$ cat src/rtl/cpu_run_ctrl_pkg.sv
// Shared types and state encodings for the core run/debug controller.
package cpu_run_ctrl_pkg;

    typedef logic [2:0] state_t;

    localparam state_t S_IDLE     = 3'd0;
    localparam state_t S_RST_HOLD = 3'd1;
    localparam state_t S_RUN      = 3'd2;
    localparam state_t S_HALT     = 3'd3;
    localparam state_t S_STEP     = 3'd4;
    localparam state_t S_PASS     = 3'd5;
    localparam state_t S_FAIL     = 3'd6;

    function automatic logic [15:0] sat_inc16(input logic [15:0] value);
        return (value == 16'hFFFF) ? value : value + 16'd1;
    endfunction

endpackage

$ cat src/rtl/cpu_run_ctrl.sv
// Run/debug controller: sequences core reset and clock-enable, handles halt,
// resume, single-step and a PC breakpoint, and reports pass/timeout-fail.
module cpu_run_ctrl
    import cpu_run_ctrl_pkg::*;
#(
    parameter int          RESET_CYCLES = 4,
    parameter int          TIMEOUT      = 255,
    parameter logic [31:0] PASS_VALUE   = 32'h00213d05,
    parameter logic [4:0]  CHECK_REG    = 5'd10
) (
    input  logic        clk,
    input  logic        rst,
    input  logic        start,
    input  logic        halt_req,
    input  logic        resume,
    input  logic        step_req,
    input  logic        abort,
    input  logic        bp_en,
    input  logic [31:0] bp_addr,
    input  logic [31:0] pc,
    input  logic [31:0] reg_data,
    output logic        cpu_rst,
    output logic        cpu_en,
    output logic [4:0]  reg_addr,
    output logic [15:0] cycle_cnt,
    output logic [2:0]  state,
    output logic        pass,
    output logic        fail
);

    localparam logic [15:0] TIMEOUT_CNT = 16'(TIMEOUT);
    localparam logic [3:0]  RESET_LAST  = 4'(RESET_CYCLES - 1);

    state_t      state_q;
    state_t      state_nxt;
    logic [3:0]  rst_cnt;
    logic [15:0] cycle_cnt_q;
    logic        bp_skip;
    logic        pass_q;
    logic        fail_q;

    logic bp_hit;
    logic pass_hit;
    logic timeout_hit;
    logic run_rst;
    logic run_en;

    assign bp_hit      = bp_en && (pc == bp_addr) && !bp_skip;
    assign pass_hit    = (reg_data == PASS_VALUE);
    assign timeout_hit = (cycle_cnt_q == TIMEOUT_CNT);

    always_comb begin
        state_nxt = state_q;
        run_rst   = 1'b0;
        run_en    = 1'b0;
        case (state_q)
            S_IDLE: begin
                run_rst = 1'b1;
                if (start) state_nxt = S_RST_HOLD;
            end
            S_RST_HOLD: begin
                run_rst = 1'b1;
                run_en  = 1'b1;
                if (rst_cnt == RESET_LAST) state_nxt = S_RUN;
            end
            S_RUN: begin
                // Gating the enable on the hit cycle keeps the breakpoint instruction unexecuted.
                run_en = !(bp_hit || halt_req);
                if (pass_hit)                state_nxt = S_PASS;
                else if (timeout_hit)        state_nxt = S_FAIL;
                else if (bp_hit || halt_req) state_nxt = S_HALT;
            end
            S_HALT: begin
                if (step_req)    state_nxt = S_STEP;
                else if (resume) state_nxt = S_RUN;
            end
            S_STEP: begin
                run_en = 1'b1;
                if (pass_hit)         state_nxt = S_PASS;
                else if (timeout_hit) state_nxt = S_FAIL;
                else                  state_nxt = S_HALT;
            end
            S_PASS, S_FAIL: begin
                state_nxt = state_q;
            end
            default: begin
                run_rst   = 1'b1;
                state_nxt = S_IDLE;
            end
        endcase
        if (abort) state_nxt = S_IDLE;
    end

    always_ff @(posedge clk) begin
        if (rst) begin
            state_q     <= S_IDLE;
            rst_cnt     <= 4'd0;
            cycle_cnt_q <= 16'd0;
            bp_skip     <= 1'b0;
            pass_q      <= 1'b0;
            fail_q      <= 1'b0;
        end else begin
            state_q <= state_nxt;
            rst_cnt <= (state_q == S_RST_HOLD) ? rst_cnt + 4'd1 : 4'd0;

            if (abort || (state_q == S_IDLE && start))
                cycle_cnt_q <= 16'd0;
            else if (run_en && !run_rst)
                cycle_cnt_q <= sat_inc16(cycle_cnt_q);

            // Skip lasts until one instruction retires, so resuming at the breakpoint PC moves on.
            if (abort)
                bp_skip <= 1'b0;
            else if (state_q == S_HALT && (step_req || resume))
                bp_skip <= 1'b1;
            else if (run_en && !run_rst)
                bp_skip <= 1'b0;

            pass_q <= (state_nxt == S_PASS);
            fail_q <= (state_nxt == S_FAIL);
        end
    end

    assign cpu_rst   = run_rst;
    assign cpu_en    = run_en;
    assign reg_addr  = CHECK_REG;
    assign cycle_cnt = cycle_cnt_q;
    assign state     = state_q;
    assign pass      = pass_q;
    assign fail      = fail_q;

endmodule
$ cat config.mk
export PLATFORM = sky130hd
export DESIGN_NAME = cpu_run_ctrl
export DESIGN_NICKNAME = d
export VERILOG_FILES = /design/src/rtl/cpu_run_ctrl_pkg.sv /design/src/rtl/cpu_run_ctrl.sv
export SDC_FILE = /design/constraint.sdc
export NUM_CORES = 1
export LEC_CHECK = 0
export CORE_ASPECT_RATIO = 0.9
export CORE_MARGIN = 3
export CORE_UTILIZATION = 39
export CTS_BUF_LIST = sky130_fd_sc_hd__clkbuf_4
export DETAILED_ROUTE_END_ITERATION = 12
export PLACE_DENSITY_LB_ADDON = 0.2
export SETUP_SLACK_MARGIN = 0.4
export SLEW_MARGIN = 15
export SYNTH_ARGS = -nofsm -noshare
export SYNTH_HDL_FRONTEND = slang
export SYNTH_SLANG_ARGS = --single-unit
$ cat constraint.sdc
create_clock -name clk -period 3.5 [get_ports clk]
set_input_delay 0.525 -clock clk [delete_from_list [all_inputs] [get_ports clk]]
set_output_delay 0.525 -clock clk [all_outputs]
set_load 0.01 [all_outputs]
==> run metrics <==
status=complete, no violations; Hold Crit Class=reg -> reg; Yosys cell types=46; GRT met3 Usage=5.71%; post-route ant nets=0; row cnt=23; Synth Warn #=0; vias per cell=~5.3; slowest cell on the critical path=clkdlybuf4s50_1; critical path data required time=2.97 ns; RSZ-0062 raised after global routing=no; Final Non-Filler Cells=between 400 and 500; cts bufs inserted=3; clock skew=0.00404 ns; clock sinks=26; ys flop type=dfxtp_1; routed wire length=6.63 mm; register area share after synthesis=27.6%; syn avg cell area=just under 8 um^2; DRT iter0 DRCs=79; Antenna diodes=0; total die area=5710 um^2; Via Count=2229; setup TNS after final layout=0 ns; area of the multi-input gates=1300 um^2; P per Cell Area=191 nW/um^2; CP Data Arrival Time=2.50 ns; GRT met1 Usage=about 30%; Tmin final=3.02 ns; Max Slew Vio Count=0; peak supply drop=about 0.24 mV; H-tree levels=1; cells after synthesis=238; core area=4550 um^2; Reg clk slew, reported paths=0.13 ns; Final Hold Fails=0; period utilization=roughly 86%; # DRC=0; hold buffers post-CTS=0; worst path cell trace=clkdlybuf4s50_1 > xor2_1 > nor4_2 > nand4_1 > nor4_4 > buf_4 > nor4_1 > a21oi_1 > o21ai_1 > buf_2; area delta synth->final=70.8%; clk buf depth=2; CP Launch Type=input port; crit-path max FO=2; area leader, netlist=dfxtp_1; gr usage total=a little under a quarter; Top delay family on crit path=simple AND/OR/NAND/NOR gates; WS Path Type=in -> out; First-pass DRT Iterations=4; Max Clk Rate=331 MHz; io pins=~130; worst-skew pair later-pin latency=0.32 ns; Yosys reg bits=26; mean routed wirelength per cell=15.8 um; # setup viols final=0; GRT busiest layer=met2; Yosys top cell area share=roughly 28%; Worst-Margin Slew=0.725 ns; Die Ht=72.0 um; crit path buf inv count=3; asr flop ratio synth=0%; first-pass GRT wire length=10.5 mm; root cell of the clock tree=clkbuf_4; dpl cells=415; Post-Synthesis Cell Area=1890 um^2; synth top area cells=dfxtp_1, xor2_1, or4_1; Max Cap Violations=0; CTS tree=built; die width=between 70 and 80 um; maximum number of pins on one net before global-route repair=31; fillers=400; Initial Util=41.5%; FF+latch area=520 um^2; CP Capture Type=output port; post-DP HPWL=5.52 mm; Crit path largest cell delay=around 0.42 ns; number of nets in the layout=466; layout cells sized above 1=roughly 4.2%; P_leak=around 1.1 nW; Post-synth EDFFs=0; grt total ovfl=0; worst rel slew slack=51.5%; routability cong.=0.841; number of global-route vias before repair=2026; GR Util met2=between 30% and 40%; initial antenna violation count=0; I/O Buffers=126
power breakdown:
part	switching, W	internal, W
clock network	0.0000834	0.0000404
registers	0.00000420	0.000297
logic	0.0000569	0.000132
total	0.000145	0.000470
kinds of logic (layout without fill, tap and decap cells):
logic type | Yosys count | after routing | synth area share (%)
adders and majority gates | 3 | 3 | 1.86
and+or+nand+nor | 109 | 109 | 33.9
xor gates and xnor gates | 33 | 33 | 15.3
muxes | 3 | 3 | 1.59
buffers and inverters | 20 | 137 | 5.30
DFF | 26 | 26 | 27.6
other | 2 | 5 | 0.398
AOI/OAI and AO/OA | 42 | 42 | 14.1
flip-flops by register name, indices dropped and copies added, names as in the netlist:
register / cells
pass: 1
rst_cnt: 4
bp_skip: 1
cycle_cnt: 16
state: 3
fail: 1
worst paths after layout:
path	start	to	slack (ns)	cells past startpoint
max	bp_addr[13]	cpu_en	0.48	10
min	rst_cnt[0]	rst_cnt[0]	0.46	1
max reg2reg	state[1]	cycle_cnt[7]	1.06	6
min reg2reg	rst_cnt[0]	rst_cnt[0]	0.46	1
layout make-up:
type,instances,share of cell area [%]
timing repair buffer,130,40.0
inverter,4,0.466
clock buffer,3,0.699
sequential,26,16.1
multi-input combinational,195,40.3
tap,62,2.41
placed cells by master, fill, tap and decap left out, types with 2 or more instances in the layout:
cell             synthesis  routed
nor2_1                  11      11
o21ai_0                  8       7
inv_1                    3       3
o41ai_1                  2       2
nand3b_1                 2       2
a21oi_1                 15      15
clkbuf_4                 0       3
nand3_1                 14      14
mux2i_1                  3       3
nand2_1                 20      20
or4_1                   11      11
xor2_1                  25      25
xnor2_1                  8       8
conb_1                   2       5
nand4_1                  8       8
ha_1                     2       2
and4_1                   2       2
nor4b_1                  5       5
dfxtp_1                 26      26
buf_4                    6       4
and3_1                   4       4
o31ai_1                  4       4
nor4_2                   1       2
nand2b_1                 6       6
o211ai_1                 6       6
clkdlybuf4s50_1          0     124
nor4_1                  12      10
nor3_1                   4       4
through the flow:
step / util [%] / worst slack [ns] / area, um^2 / hold slack (ns) / power, W
final: 70.9 / 0.479 / 3220 / 0.460 / 0.000614
after global routing: 70.9 / 0.367 / 3220 / 0.484 / 0.000645
after CTS: 70.5 / 0.442 / 3210 / 0.462 / 0.000616
after detailed placement: 69.6 / 0.108 / 3170 / 0.443 / 0.000495
after global placement: 69.6 / 0.120 / 3170 / 0.431 / 0.000491
after floorplan: - / 1.27 / 1900 / 0.418 / 0.000365
what timing repair did:
item                       4_1_cts  5_1_grt
resized for setup                7        3
pin swaps                        3        5
buffers inserted                 1        1
setup endpoints to repair        1        1
Yosys cell counts (5+ instances only):
cell	instances
a21oi_1	15
buf_4	6
clkbuf_1	8
dfxtp_1	26
nand2_1	20
nand2b_1	6
nand3_1	14
nand4_1	8
nor2_1	11
nor4_1	12
nor4b_1	5
o211ai_1	6
o21ai_0	8
or4_1	11
xnor2_1	8
xor2_1	25
layer usage:
metal	vias up	wire length, um
met2	83	3240
met3	10	446
met5	-	0
li1	1119	-
met4	0	117
met1	1017	2820
No activity file was read; power rests on OpenSTA's default activity.
